## src/rtl/instr_fetch_unit.sv

```systemverilog
// Instruction fetch unit: walks the program counter, requests instruction
// words from program memory, holds the fetched word in ir until the decoder
// accepts it, and handles branch/jump redirects via pc_load.
// Optional build macro IFU_STALL_CNT_EN adds a 16-bit saturating counter of
// cycles where a held instruction waits on the decoder (output stall_cnt).
//
// state | meaning
// ------+---------------------------------------------------------------
// IDLE  | just out of reset, no request yet
// FETCH | mem_req high, waiting for mem_ack for the word at pc
// HOLD  | ir holds an unconsumed instruction, waiting for ir_ready
module instr_fetch_unit #(
  parameter int INSTR_WIDTH = 16,
  parameter int ADDR_WIDTH  = 8,
  parameter int IMM_WIDTH   = 6,
  parameter int CS_BIT      = 11,
  parameter int RESET_PC    = 0
) (
  input  logic                   clk,
  input  logic                   rst,
  output logic                   mem_req,
  output logic [ADDR_WIDTH-1:0]  mem_addr,
  input  logic                   mem_ack,
  input  logic [INSTR_WIDTH-1:0] mem_rdata,
  input  logic                   pc_load,
  input  logic [ADDR_WIDTH-1:0]  pc_load_val,
  output logic [INSTR_WIDTH-1:0] ir,
  output logic                   ir_valid,
  input  logic                   ir_ready,
  output logic [IMM_WIDTH-1:0]   const_field,
  output logic                   const_signed,
`ifdef IFU_STALL_CNT_EN
  output logic [15:0]            stall_cnt,
`endif
  output logic [ADDR_WIDTH-1:0]  pc_out
);

  typedef enum logic [1:0] {
    IDLE  = 2'd0,
    FETCH = 2'd1,
    HOLD  = 2'd2
  } state_t;

  state_t                 state, state_nxt;
  logic [ADDR_WIDTH-1:0]  pc;
  logic                   fetch_done;

  // A fetch only completes when no redirect competes with it; a redirect
  // throws the returned word away.
  assign fetch_done = (state == FETCH) && mem_ack && !pc_load;

  // State register
  always_ff @(posedge clk) begin
    if (rst) state <= IDLE;
    else     state <= state_nxt;
  end

  // Next-state logic; a redirect always lands in FETCH
  always_comb begin
    state_nxt = state;
    case (state)
      IDLE:    state_nxt = FETCH;
      FETCH: begin
        if (pc_load)      state_nxt = FETCH;
        else if (mem_ack) state_nxt = HOLD;
      end
      HOLD: begin
        if (pc_load || ir_ready) state_nxt = FETCH;
      end
      default: state_nxt = IDLE;
    endcase
  end

  // FSM-decoded outputs
  always_comb begin
    mem_req  = 1'b0;
    ir_valid = 1'b0;
    case (state)
      FETCH:   mem_req  = 1'b1;
      HOLD:    ir_valid = 1'b1;
      default: ;
    endcase
  end

  // Program counter: redirect wins over the post-fetch increment
  always_ff @(posedge clk) begin
    if (rst)
      pc <= ADDR_WIDTH'(RESET_PC);
    else if (pc_load)
      pc <= pc_load_val;
    else if (fetch_done)
      pc <= pc + ADDR_WIDTH'(1);
  end

  // Instruction register: only captures a completed fetch, otherwise holds
  always_ff @(posedge clk) begin
    if (rst)
      ir <= '0;
    else if (fetch_done)
      ir <= mem_rdata;
  end

`ifdef IFU_STALL_CNT_EN
  // Decoder back-pressure counter, saturating, cleared only by reset
  always_ff @(posedge clk) begin
    if (rst)
      stall_cnt <= '0;
    else if ((state == HOLD) && !ir_ready && (stall_cnt != 16'hFFFF))
      stall_cnt <= stall_cnt + 16'd1;
  end
`endif

  assign mem_addr     = pc;
  assign pc_out       = pc;
  assign const_field  = ir[IMM_WIDTH-1:0];
  assign const_signed = ir[CS_BIT];

endmodule
```

## config.mk

```make
export PLATFORM = sky130hd
export DESIGN_NAME = instr_fetch_unit
export DESIGN_NICKNAME = d
export VERILOG_FILES = /design/src/rtl/instr_fetch_unit.sv
export SDC_FILE = /design/constraint.sdc
export NUM_CORES = 1
export LEC_CHECK = 0
export ABC_AREA = 1
export CAP_MARGIN = 40
export CORE_UTILIZATION = 42
export DETAILED_ROUTE_END_ITERATION = 6
export GPL_ROUTABILITY_DRIVEN = 0
export GPL_TIMING_DRIVEN = 0
export PLACE_DENSITY = 0.85
export SLEW_MARGIN = 30
export SYNTH_ARGS = -nofsm -noshare
export SYNTH_HDL_FRONTEND = slang
export SYNTH_SLANG_ARGS = --single-unit
```

## constraint.sdc

```tcl
create_clock -name clk -period 2 [get_ports clk]
set_clock_uncertainty 0.1 [all_clocks]
set_input_delay 0.6 -clock clk [delete_from_list [all_inputs] [get_ports clk]]
set_output_delay 0.6 -clock clk [all_outputs]
set_load 0.005 [all_outputs]
```

* After elaboration in Yosys (flattened, before gate mapping)
Cells that the tools add are included.
** Word-level totals
- Memory bits (writable) :: 0
- Bits in read-only memories :: 0
- Output and inout bits :: 41
- Register bits after elaboration :: 26
- Logic and storage cells :: 23
- Input port bits :: 29
- Bits in latches :: 0
- Memories kept :: 0
** Cells by class
- Eq/ne operators :: 4
- Reduce and logical (&&, ||, !) cells :: 7
- $add $sub $neg :: 1
- Div/mod/pow operators :: 0
- Order comparisons :: 0
- $mul :: 0
- Mux-type cells :: 8
- Shift operators :: 0
- Bitwise gates (word level) :: 0
** Operators by type and width (count)
- 8-bit 2-to-1 mux :: 2
- 8-bit by 1-bit adder with 8-bit output, second input constant :: 1
- 2-bit 2-to-1 mux :: 3
- 2-bit case mux with 3 select lines :: 1
- 3-bit != test, second input constant :: 1
- 2-bit by 1-bit == test with 1-bit output, second input constant :: 1
- 2-bit == test, second input constant :: 1
- 1-bit logical AND :: 2
- 2-bit logical NOT :: 1
- 1-bit 2-to-1 mux :: 2
- 2-bit != test, second input constant :: 1
- 2-bit AND reduction :: 1
- 2-bit nonzero test :: 1
- 1-bit logical NOT :: 1
- 1-bit logical OR :: 1

* Logic depth before layout (Yosys ltp)
Gate-level depths: netlist (run 1).
- Depth in word-level cells :: 5
- Gate-level depth with buffers :: 8
- Mapped depth without buffers :: 8

* Worst setup path before layout (run 1)
Ideal clock, no wire load.
- Kind :: input -> register
- Start :: input pc_load
- End :: register ir[0]
- Buffers on the path :: 2
- Data arrival time :: 1254 ps
- Cell stages on the path :: 6
- Required time :: 1784 ps
- Slack :: 531 ps
- Library setup time :: 116 ps
- Path through :: buf_6 -> inv_4 -> nand3_4 -> clkbuf_2 -> o21ai_0 -> nor2_1
** On the way
- Cells in the longest elaborated chain, start to end :: 2
** Ends and longest elaborated chain
- start: declaration :: line 25 : input logic pc_load,
- 1-bit logical NOT :: line 50 : assign fetch_done = (state == FETCH) && mem_ack && !pc_load;
- 1-bit logical AND :: line 50
- end signal: assignment :: line 100 : ir <= mem_rdata;
- end: declaration :: line 27 : output logic [INSTR_WIDTH-1:0] ir,
No other way between the ends.
A chain may end at the register's enable or synchronous reset.

* Worst setup path in the final report (run 1)
- Start :: register pc[2] (netlist: mem_addr[2])
- End :: output mem_addr[2]
** RTL lines
- start: declaration :: line 45 : logic [ADDR_WIDTH-1:0] pc;
- start signal: assignment :: line 88 : pc <= ADDR_WIDTH'(RESET_PC);
- start signal: assignment :: line 90 : pc <= pc_load_val;
- start signal: assignment :: line 92 : pc <= pc + ADDR_WIDTH'(1);
- end: declaration :: line 22 : output logic [ADDR_WIDTH-1:0] mem_addr,
No word-level cell between the ends.

==> metrics.md, run 1 <==
| Metric | Value |
|---|---|
| Run status | complete, but fails checks |
| Failing checks | design-rule violations |
| Post-Synth XOR/XNOR Area | 0.6635% |
| PortBufs | 67 |
| Routed vias | 1412 |
| Sink Count | 26 |
| Unrepaired setup endpoints after global routing | false |
| Vias in the first global route | 1183 |
| Buf/Inv on CP | 1 |
| Cell variety after synth | 27 |
| Cell area power density | 561.6 nW/um2 |
| Initial antenna violation count | 0 |
| CP delay by family, top | buffers and inverters |
| Worst hold path class | reg -> reg |
| Chip width | 58.06 um |
| Worst hold margin | 0.3961 ns |
| Crit. End Element | output port |
| Worst-path fanout max | 7 |
| WL/cell | 11.38 um |
| CTS tree | built |
| CP max-delay cell | clkdlybuf4s50_1 |
| Fillcell total | 207 |
| Crit path kind | reg -> out |
| Main combinational cell family by area after synthesis | simple AND/OR/NAND/NOR gates |
| Ys Warns | 0 |
| Pleak | 1.118 nW |
| Later-pin clock latency in the skew report | 0.32 ns |
| Die Footprint | 3371 um2 |
| CTS Buf Count | 3 |
| Mux contribution to synthesized area | 0% |
| Cell Count, Final, Fillers Out | 301 |
| Setup_tns | 0 ns |
| WL final | 3426 um |
| Layout cells sized above 1 | 23.94% |
| 1st-pass router iterations | 6 |
| Max-Cap Viols | 0 |
| Worst-Margin Slew | 0.2539 ns |
| Adder-cell share of the synthesized area | 0.9479% |
| Nets | 290 |
| Fin crit period | 1.941 ns |
| Post-DP HPWL | 2344 um |
| Drt initial violations | 46 |
| Worst-path clk slew | 0.15 ns |
| Synth Area in Compound Gates | 15.45% |
| Slew headroom | 83.06% |
| Final worst path period share | 97.07% |
| Total track usage | 20.22% |
| Post-synthesis register bit count | 26 |
| H-tree depth | 1 |
| Synth Instances | 182 |
| Floorplan core area | 2877 um2 |
| Max Root-Sink Buffers | 2 |
| CP Data Required Time | 1.30 ns |
| N_diodes | 0 |
| Max-slew violations | 0 |
| Max Freq | 515.1 MHz |
| GRT Residual Overflow | 0 |
| Final setup fails | 0 |
| Post-Syn Area | 1320 um2 |
| DRT antenna net count | 0 |
| Largest stage delay, worst path | 0.50 ns |
| Final Hold Viols | 0 |
| Seq/Total Area, Yosys | 39.43% |
| Vias/cell | 4.691 |
| Initial core utilization | 45.89% |
| Dpl cells | 291 |
| Die Y | 58.06 um |
| Mean area per synthesized cell | 7.253 um2 |
| Crit path cell chain | clkdlybuf4s50_1 |
| Syn Nets | 212 |
| Simple-gate share of the synthesized area | 26.54% |
| FP Rows | 19 |
| Total power | 1.235 mW |
| CP Data Arrival Time | 1.24 ns |
| Clk root buf | clkbuf_4 |
| VDD IR max | 0.3561 mV |
| DRC viols | 5 |
| First-pass GRT wire length | 5306 um |
| Worst setup SP type | flop |
| Largest net degree at the start of global routing | 16 |
| Area Overhead vs Synth | 66.64% |
| Io pins | 70 |
layout by cell type, fill, tap and decap left out, drive strengths merged:
cell	instances
buf	28
nand3b	1
o21ai	23
dlymetal6s2s	13
clkdlybuf4s50	50
o22ai	1
bufinv	1
dfxtp	26
nand2	27
ha	1
nand4	1
a21oi	8
dlygate4sd2	2
xnor2	1
a31oi	2
o21bai	2
nand3	10
a211oi	1
inv	17
clkbuf	4
nor2	40
cells by family (layout without fill, tap and decap cells):
logic type      Yosys count  after routing
simple gates             79             79
flops                    26             26
buf+inv                  38            115
compound gates           37             37
fa+ha+maj                 1              1
xor+xnor                  1              1
report_power, final:
part / internal (mW) / leakage, nW / total [mW] / switching (mW)
combinational: 0.186 / 0.869 / 0.299 / 0.114
sequential: 0.549 / 0.221 / 0.571 / 0.0227
clock: 0.203 / 0.0279 / 0.365 / 0.162
stage by stage:
step	utilization, %	setup slack, ns	instance area, um2
2_1_floorplan	-	0.5306	1320
3_3_place_gp	71.03	0.04882	2043
3_5_place_dp	71.03	0.01033	2043
4_1_cts	75.25	0.0007873	2165
5_1_grt	76.47	0.02606	2200
6_report	76.47	0.05859	2200
sequential cells by signal, indices dropped and copies added (netlist names):
signal    count
ir           16
mem_addr      8
state         2
layout make-up:
class / count / area [um2] / share of cell area (%)
timing repair buffer: 73 / 740.7 / 33.67
multi-input combinational: 118 / 575.6 / 26.17
sequential: 26 / 554.3 / 25.20
buffer: 21 / 157.7 / 7.167
inverter: 17 / 66.31 / 3.015
tap: 42 / 52.55 / 2.389
clock inverter: 1 / 30.03 / 1.365
clock buffer: 3 / 22.52 / 1.024
path summary, 6_finish.rpt:
| check | from | to | slack, ns | cells after the start |
|---|---|---|---|---|
| hold / removal | ir[7] | ir[7] | 0.40 | 2 |
| setup / recovery | mem_addr[2] | mem_addr[2] | 0.06 | 1 |
| hold reg to reg | ir[7] | ir[7] | 0.40 | 2 |
| setup reg to reg | mem_addr[0] | mem_addr[6] | 0.58 | 8 |
layer usage:
| metal | wire (um) | up-vias | track usage (%) |
|---|---|---|---|
| li1 | - | 720 | - |
| met1 | 1403 | 631 | 25.03 |
| met2 | 1795 | 59 | 36.29 |
| met3 | 198 | 2 | 2.232 |
| met4 | 29 | 0 | 6.803 |
| met5 | 0 | - | 0 |
cell usage after synthesis:
cell type  count  area, um2
nand4_1        1      6.260
xnor2_1        1      8.760
o21ai_0       23      115.1
nor2_2         1      6.260
o21bai_1       2      15.01
nor2_4         1      11.26
buf_2          2      10.01
clkbuf_2       1      5.000
inv_4          1      6.260
nand2_2        1      6.260
nand3b_1       1      7.510
a211oi_1       1      7.510
buf_4         16      120.1
nand3_2        2      20.02
a31oi_1        2      12.51
a21oi_1        6      30.03
buf_6          2      22.52
nand3_4        1      17.52
nor2_1        38      142.6
inv_1         13      48.80
o22ai_1        1      6.260
nand2_1       26      97.59
inv_2          3      11.26
a21oi_2        2      17.52
dfxtp_1       26      520.5
ha_1           1      12.51
nand3_1        7      35.03
repair_timing:
action,CTS,global route
endpoints found under the setup margin,18,14
pin swaps,0,0
buffers inserted,6,0
gates resized for setup,21,18
hold buffers,0,0
No activity file was read; power rests on OpenSTA's default activity.
==> run 2, diff against run 1 <==
--- a/config.mk
+++ b/config.mk
@@ -5,13 +5,12 @@
 export SDC_FILE = /design/constraint.sdc
 export NUM_CORES = 1
 export LEC_CHECK = 0
-export ABC_AREA = 1
 export CAP_MARGIN = 40
-export CORE_UTILIZATION = 42
+export CORE_UTILIZATION = 40
 export DETAILED_ROUTE_END_ITERATION = 6
 export GPL_ROUTABILITY_DRIVEN = 0
 export GPL_TIMING_DRIVEN = 0
-export PLACE_DENSITY = 0.85
+export PLACE_DENSITY = 0.84
 export SLEW_MARGIN = 30
 export SYNTH_ARGS = -nofsm -noshare
 export SYNTH_HDL_FRONTEND = slang
==> metrics.md, run 2 <==
| Metric | Value |
|---|---|
| Area Overhead vs Synth | 76.22% |
| Pleak | 1.072 nW (-4.1%) |
| Initial antenna violation count | 0 (unchanged) |
| Max Root-Sink Buffers | 2 (unchanged) |
| Switching part of the total | 23.80% (-0.37 points) |
| Drt initial violations | 62 (+35%) |
| Max-slew violations | 0 (unchanged) |
| Post-synth top area share | 42.45% (+3.0 points) |
| CTS tree | built |
| Clk root buf | clkbuf_4 |
| Fin crit period | 1.958 ns (+0.01638 ns) |
| Chip width | 57.37 um (-1.2%) |
| Failing checks | design-rule violations |
| Mean area per synthesized cell | 8.120 um2 (+12%) |
| Primary FF master, synth | dfxtp_1 |
| Reg-to-Reg Start | mem_addr[1] |
| Crit path kind | reg -> out |
| Final worst path period share | 97.89% (+0.82 points) |
| Clock power frac | 30.1% (+0.6 points) |
| Worst-path fanout max | 3 (-4) |
| WL/cell | 15.19 um (+33%) |
| Nets | 266 (-8.3%) |
| Die Footprint | 3291 um2 (-2.4%) |
| Vias/cell | 5.282 (+13%) |
| Cell area power density | 555.8 nW/um2 (-1.0%) |
| Async SR Flop Fraction | 0% (unchanged) |
| Syn Nets | 181 (-15%) |
| 1st-pass router iterations | 6 (unchanged) |
| Max FFs per register | 16 (unchanged) |
| Layout cells sized above 1 | 23.40% (-0.53 points) |
| Post-synth EDFFs | 0 (unchanged) |
| Worst hold path class | reg -> reg |
| Final setup fails | 0 (unchanged) |
| Top cell type by total area after synthesis | dfxtp_1 |
| Sink Count | 26 (unchanged) |
| PortBufs | 67 (unchanged) |
| GRT Residual Overflow | 0 (unchanged) |
| Sequential Power Share | 46.8% (+0.6 points) |
| Commonest non-fill, non-tap cell in the layout | clkdlybuf4s50_1 |
| CP Data Required Time | 1.30 ns (about the same) |
| Total power | 1.201 mW (-2.8%) |
| Top-count cell post-synth | nand2_1 |
| Run status | complete, but fails checks |
| Largest net degree at the start of global routing | 16 (unchanged) |
| VDD IR max | 0.4889 mV (+37%) |
| Worst-Margin Slew | 0.4712 ns (+0.2174 ns) |
| N_diodes | 0 (unchanged) |
| Post-DP HPWL | 2466 um (+5.2%) |
| First-pass GRT wire length | 6044 um (+14%) |
| Initial core utilization | 43.34% (-2.5 points) |
| Floorplan core area | 2829 um2 (-1.7%) |
| Crit path cell chain | clkdlybuf4s50_1 |
| DRC viols | 5 (unchanged) |
| Die Y | 57.37 um (-1.2%) |
| Synth Instances | 151 (-17%) |
| Buf/Inv on CP | 1 (unchanged) |
| Routed vias | 1405 (-0.50%) |
| CTS Buf Count | 3 (unchanged) |
| Worst hold margin | 0.3694 ns (-0.02669 ns) |
| Seq/Total Area, Yosys | 42.45% (+3.0 points) |
| Worst R2R Setup Slack | 0.21 ns (-0.37 ns) |
| Top cells by area, synth | dfxtp_1 42%, nand2_1 10%, buf_4 9.2% |
| Cell area after placement | 1936 um2 (-5.3%) |
| WL final | 4041 um (+18%) |
| Crit. End Element | output port |
| H-tree depth | 1 (unchanged) |
| Later-pin clock latency in the skew report | 0.32 ns (about the same) |
| Hold Startpoint | ir[14] |
| CP delay by family, top | buffers and inverters |
| Switch Pwr | 285.8 uW (-4.3%) |
| Ys Warns | 0 (unchanged) |
| CP max-delay cell | clkdlybuf4s50_1 |
| Max-Cap Viols | 0 (unchanged) |
| Fin area | 2161 um2 (-1.8%) |
| Cell variety after synth | 31 (+15%) |
| Worst-path clk slew | 0.15 ns (about the same) |
| CP Launch Point | mem_addr[4] |
| Final Hold Viols | 0 (unchanged) |
| FP Rows | 19 (unchanged) |
| DRT antenna net count | 0 (unchanged) |
| Post-synthesis register bit count | 26 (unchanged) |
| Post-Syn Area | 1226 um2 (-7.1%) |
| Biggest register | ir |
| Io pins | 70 (unchanged) |
| Largest stage delay, worst path | 0.55 ns (+0.05 ns) |
| Vias in the first global route | 1322 (+12%) |
| Max Freq | 510.8 MHz (-0.84%) |
| Fillcell total | 194 (-6.3%) |
| Commonest cells in the netlist | 34 x nand2_1, 26 x dfxtp_1, 17 x a21oi_1 |
| Hold buffer count at cts | 0 (unchanged) |
| Slew headroom | 68.58% (-14 points) |
| Power Internal | 915.1 uW (-2.3%) |
| CP Data Arrival Time | 1.26 ns (+0.02 ns) |
| Most frequent cells in the layout | 49 x clkdlybuf4s50_1, 34 x nand2_1, 29 x buf_4, 17 x a21oi_1, 14 x dlymetal6s2s_1 |
| Total track usage | 23.66% (+3.4 points) |
| Combinational share of power | 23.1% (-1.1 points) |
| Worst setup SP type | flop |
run 2: power by group through the flow:
stage / clock network (mW) / logic (mW) / registers, mW
after global placement: 0 / 0.233 / 0.579
final: 0.361 / 0.277 / 0.562
after detailed placement: 0 / 0.239 / 0.582
after CTS: 0.365 / 0.267 / 0.562
after global routing: 0.393 / 0.297 / 0.565
after floorplan: 0 / 0.0912 / 0.578
run 2: final timing paths:
check,to,cells after the start
setup / recovery,mem_addr[4],1
hold / removal,ir[14],2
setup reg to reg,mem_addr[4],6
hold reg to reg,ir[14],2
run 2: stage by stage:
step / cells / setup TNS (ns) / setup slack [ns] / util [%]
6_report: 266 / 0 / 0.04221 / 76.38
5_1_grt: 266 / -0.01357 / -0.007053 / 76.38
4_1_cts: 263 / 0 / 0.001260 / 74.21
3_5_place_dp: 249 / -7.051 / -0.4636 / 68.42
3_3_place_gp: 249 / -6.873 / -0.4524 / 68.42
2_1_floorplan: 151 / 0 / 0.2602 / -
run 2: final cells by class:
type                            count  area, um2  share of cell area [%]
Buffer                             24      151.4                   7.006
Clock buffer                        3      22.52                   1.042
Clock inverter                      1      30.03                   1.390
Inverter                            5      18.77                  0.8686
Multi-Input combinational cell     96      538.0                   24.90
Sequential cell                    26      564.3                   26.11
Tap cell                           31      38.79                   1.795
Timing Repair Buffer               80      797.0                   36.88
run 2: cells by family (layout without fill, tap and decap cells):
group | count (synthesis) | count (layout) | synth area share (%)
adders and majority gates | 1 | 1 | 1.020
AOI/OAI and AO/OA | 33 | 33 | 16.84
DFF | 26 | 26 | 42.45
muxes | 1 | 1 | 0.8164
xor gates and xnor gates | 2 | 2 | 1.429
buffers and inverters | 29 | 113 | 13.67
and+or+nand+nor | 59 | 59 | 23.78
run 2: metal layers:
layer,wire length (um),share of wire (%),track usage [%]
met1,1519,38,26.55
met2,2049,51,43.02
met3,262,6.5,3.855
met4,209,5.2,11.50
met5,0,0,0
run 2: repair_timing:
action | CTS | global route
cloned | 0 | 0
setup endpoints to repair | 32 | 15
gates resized for setup | 28 | 18
buffers inserted | 10 | 3
==> run 3, diff against run 2 <==
--- a/config.mk
+++ b/config.mk
@@ -10,8 +10,9 @@
 export DETAILED_ROUTE_END_ITERATION = 6
 export GPL_ROUTABILITY_DRIVEN = 0
 export GPL_TIMING_DRIVEN = 0
+export HOLD_SLACK_MARGIN = 0.06
 export PLACE_DENSITY = 0.84
-export SLEW_MARGIN = 30
+export SLEW_MARGIN = 25
 export SYNTH_ARGS = -nofsm -noshare
 export SYNTH_HDL_FRONTEND = slang
 export SYNTH_SLANG_ARGS = --single-unit
==> results of run 3 <==
No change in the layout: final DEF, timing and power equal those of run 2.
==> RTL change 1 (config.mk and constraints of run 3) <==
`INSTR_WIDTH`: 16 -> 32.
--- a/src/rtl/instr_fetch_unit.sv
+++ b/src/rtl/instr_fetch_unit.sv
@@ -10,7 +10,7 @@
 // FETCH | mem_req high, waiting for mem_ack for the word at pc
 // HOLD  | ir holds an unconsumed instruction, waiting for ir_ready
 module instr_fetch_unit #(
-  parameter int INSTR_WIDTH = 16,
+  parameter int INSTR_WIDTH = 32,
   parameter int ADDR_WIDTH  = 8,
   parameter int IMM_WIDTH   = 6,
   parameter int CS_BIT      = 11,
Interface: changed (resized ir and mem_rdata); port bits go from 70 to 102. The function was not compared with the original's and may differ.
==> RTL change 1 against run 3 <==
- first-iteration DRC count increased by 66%
- sequential power increased by 60%
- setup slack worse by 0.0057 ns
- count of clock-buffer cells in the layout rose by 3
- cell count increased by 43%
- largest power group unchanged
- non-clock buffer count is 27 higher
- wire length rose by 13%
- critical path depth rose by 1
- critical endpoint is now pc_out[0]
- power grew 49%
- global-route usage decreased by 3.9 points
- register-to-register slack better by 0.20 ns
- sequential cell count up 16
- cell area is 38% higher
- area after synthesis rose by 44%
==> RTL change 1: results (changes against run 3) <==
metric,value,unit,change
status,"complete, no violations",,"was finished, violations left"
vias in the first global route,1545,,"was 1,322"
DR vias/cell,4.805,,was 5.282
clk tree area frac,3.185,%,was 2.432%
Final WS setup,0.03653,ns,was 0.04221 ns
DR WL/cell,12.07,um,was 15.19 um
nets,375,,was 266
pre-CTS setup slack,-0.4061,ns,was -0.4636 ns
sequential area share after synthesis,47.46,%,was 42.45%
Hold Slack,0.3541,ns,was 0.3694 ns
Clock buffer cells,6,,was 3
dpl cell area,2825,um2,was 1936 um2
IO buf count,99,,was 67
DRT iter0 DRCs,103,,was 62
first-pass detailed-route iteration total,4,,was 6
#MultiIn Comb,144,,was 96
Leak,0.001135,uW,was 0.001072 uW
Worst Reg2Reg Path Length in Cells,4,,was 6
GR Util met1,21.29,%,was 26.55%
Worst-path clk slew,0.08,ns,was 0.15 ns
global-route wire length before repair,6831,um,was 6044 um
CTS resizes,18,,was 28
worst vdd ir,0.4113,mV,was 0.4889 mV
Fillers,340,,was 194
DP Cell Count,370,,was 249
Seq area share,29.30,%,was 26.11%
Layout non-clock buf frac,39.82,%,was 43.89%
R2R setup slack,0.41,ns,was 0.21 ns
ranking of synthesized cells by area,"dfxtp_1, nand2_1, a21oi_1, buf_4, clkbuf_1",,"was dfxtp_1, nand2_1, buf_4, a21oi_1, a311oi_1"
root buf cell,clkbuf_8,,was clkbuf_4
M3 GR Usage,6.908,%,was 3.855%
DP HPWL,3394,um,was 2466 um
TAP cells,50,,was 31
fraction of layout instances using a drive strength above 1,13.64,%,was 23.40%
hold wc startpoint,ir[12],,was ir[14]
measured slew at the worst slew-check pin,0.4678,ns,was 0.4712 ns
Avg Inst Size Synth,8.017,um2,was 8.120 um2
metal1 wirelength,1866,um,was 1519 um
Skew-Pair Late Insertion Delay,0.29,ns,was 0.32 ns
RTL change 1: cell types whose count changed after synthesis, sizes merged:
cell	run 3	this run
a21oi	17	33
buf	17	20
nand2	34	66
dfxtp	26	42
clkbuf	7	10
RTL change 1: power breakdown:
group          internal (uW)  leakage [uW]  switching [uW]
combinational            213      0.000739             110
sequential               868      0.000349            31.6
clock                    277     0.0000472             289
RTL change 1: logic make-up after synthesis:
kind of cell	synth area share, %
muxes	0.5650
and+or+nand+nor	23.23
AOI/OAI and AO/OA	16.17
buffers and inverters	10.88
xor gates and xnor gates	0.9889
adders and majority gates	0.7061
DFF	47.46
RTL change 1: how the worst max path moves through the flow:
stage                           start        end  slack, ns  cells after the start
final                     mem_addr[0]  pc_out[0]       0.04                      2
after global placement        mem_ack     ir[21]      -0.35                      6
after global routing      mem_addr[0]  pc_out[0]    -0.0003                      2
after CTS                    state[1]    mem_req      -0.08                      3
after detailed placement      mem_ack     ir[31]      -0.41                      6
after floorplan               pc_load      ir[0]       0.31                      6
==> RTL change 2 (settings of run 3) <==
Made on the original files. Re-encode `state_t` (3 states) as one-hot, 3 bits wide.
--- a/src/rtl/instr_fetch_unit.sv
+++ b/src/rtl/instr_fetch_unit.sv
@@ -35,10 +35,10 @@
   output logic [ADDR_WIDTH-1:0]  pc_out
 );
 
-  typedef enum logic [1:0] {
-    IDLE  = 2'd0,
-    FETCH = 2'd1,
-    HOLD  = 2'd2
+  typedef enum logic [2:0] {
+    IDLE  = 3'b001,
+    FETCH = 3'b010,
+    HOLD  = 3'b100
   } state_t;
 
   state_t                 state, state_nxt;
Function: no difference found for any inputs over 10 cycles, from zero or initial values and one cycle with rst high; not proved beyond that.
==> RTL change 2 against run 3 <==
- area after synthesis up 6.0%
- power down 3.2%
- core utilization fell by 4.6 points
- first-iteration DRC count shrank 53%
- count of clock-buffer cells in the layout stayed put
- sequential cell count increased by 1
- cell count increased by 7.9%
- wire length decreased by 19%
- setup slack lost 0.036 ns
- critical path type is now in -> reg
- non-clock buffer count down 1
- synthesized cell count increased by 6.0%
- cell area up 2.3%
- combinational power increased by 15%
==> RTL change 2: results (changes against run 3) <==
metric,value,unit,change
xor/xnor share of the synthesized area,4.716,%,was 1.429%
hold wc startpoint,ir[13],,was ir[14]
part of the power in registers,52.1,%,was 46.8%
largest net degree at the start of global routing,17,,was 16
Hold Path Class,reg -> reg,,unchanged
Post-Synth Adder-Cell Area,0.9625,%,was 1.020%
crit path from,mem_ack,,was mem_addr[4]
Final WS setup,0.006618,ns,was 0.04221 ns
CP max-delay cell,clkdlybuf4s50_1,,unchanged
CP Max Fanout,7,,was 3
vias in the first global route,1194,,"was 1,322"
pre-CTS setup slack,-0.2734,ns,was -0.4636 ns
dpl cell area,2026,um2,was 1936 um2
Min-Delay Path Depth,2,,unchanged
Compound-Gate Fraction of Synth Area,13.57,%,was 16.84%
Worst EP arrival,2.12,ns,was 1.26 ns
Fillers,252,,was 194
sequential area share after synthesis,41.58,%,was 42.45%
slowest cell delay on critical path,0.51,ns,was 0.55 ns
Syn Nets,190,,was 181
R2R setup slack,0.30,ns,was 0.21 ns
Post-Syn Instances,160,,was 151
reg2reg start,state[1],,was mem_addr[1]
library cells used by synthesis,34,,was 31
total power,1162,uW,was 1201 uW
Int Power,849.6,uW,was 915.1 uW
DP HPWL,2275,um,was 2466 um
commonest cells in the netlist,"nand2_1, dfxtp_1, a21oi_1",,unchanged
first-pass detailed-route iteration total,4,,was 6
status,"complete, no violations",,"was finished, violations left"
measured slew at the worst slew-check pin,0.5645,ns,was 0.4712 ns
worst vdd ir,0.3114,mV,was 0.4889 mV
ranking of synthesized cells by area,"dfxtp_1, nand2_1, buf_4, a21oi_1, xnor2_1",,"was dfxtp_1, nand2_1, buf_4, a21oi_1, a311oi_1"
CP Class,in -> reg,,was reg -> out
DP Cell Count,271,,was 249
mux cell area share after synthesis,3.176,%,was 0.8163%
clock group power,238,uW,was 361 uW
Post-CTS Setup Bufs,9,,was 10
Hold Slack,0.3640,ns,was 0.3694 ns
DR WL/cell,11.47,um,was 15.19 um
Hold Path End,ir[13],,was ir[14]
post-route insts no fill,287,,was 266
DRT iter0 DRCs,29,,was 62
Total GRT Usage,19.56,%,was 23.66%
[RTL change 2: layer usage]
metal	wire, um	vias to the layer above	global-route usage (%)
met1	1427	621	24.04
met2	1617	52	35.06
met5	0	-	0
met4	71	0	6.122
met3	175	10	2.838
li1	-	678	-
[RTL change 2: layout make-up]
type	instances	area, um2	area share [%]
plain buffers	24	153.9	6.965
clock buffers	3	22.52	1.019
clock inverters	1	7.507	0.3398
inverters	8	30.03	1.359
multi-input cells	101	586.8	26.56
flip-flops and latches	27	578.1	26.16
well taps	44	55.05	2.492
repair buffers	79	775.7	35.11
[RTL change 2: cells by family (layout without fill, tap and decap cells)]
kind of cell / Yosys count / count (layout)
simple gates: 58 / 58
xor+xnor: 7 / 7
mux: 4 / 4
fa+ha+maj: 1 / 1
buf+inv: 32 / 115
flops: 27 / 27
compound gates: 31 / 31
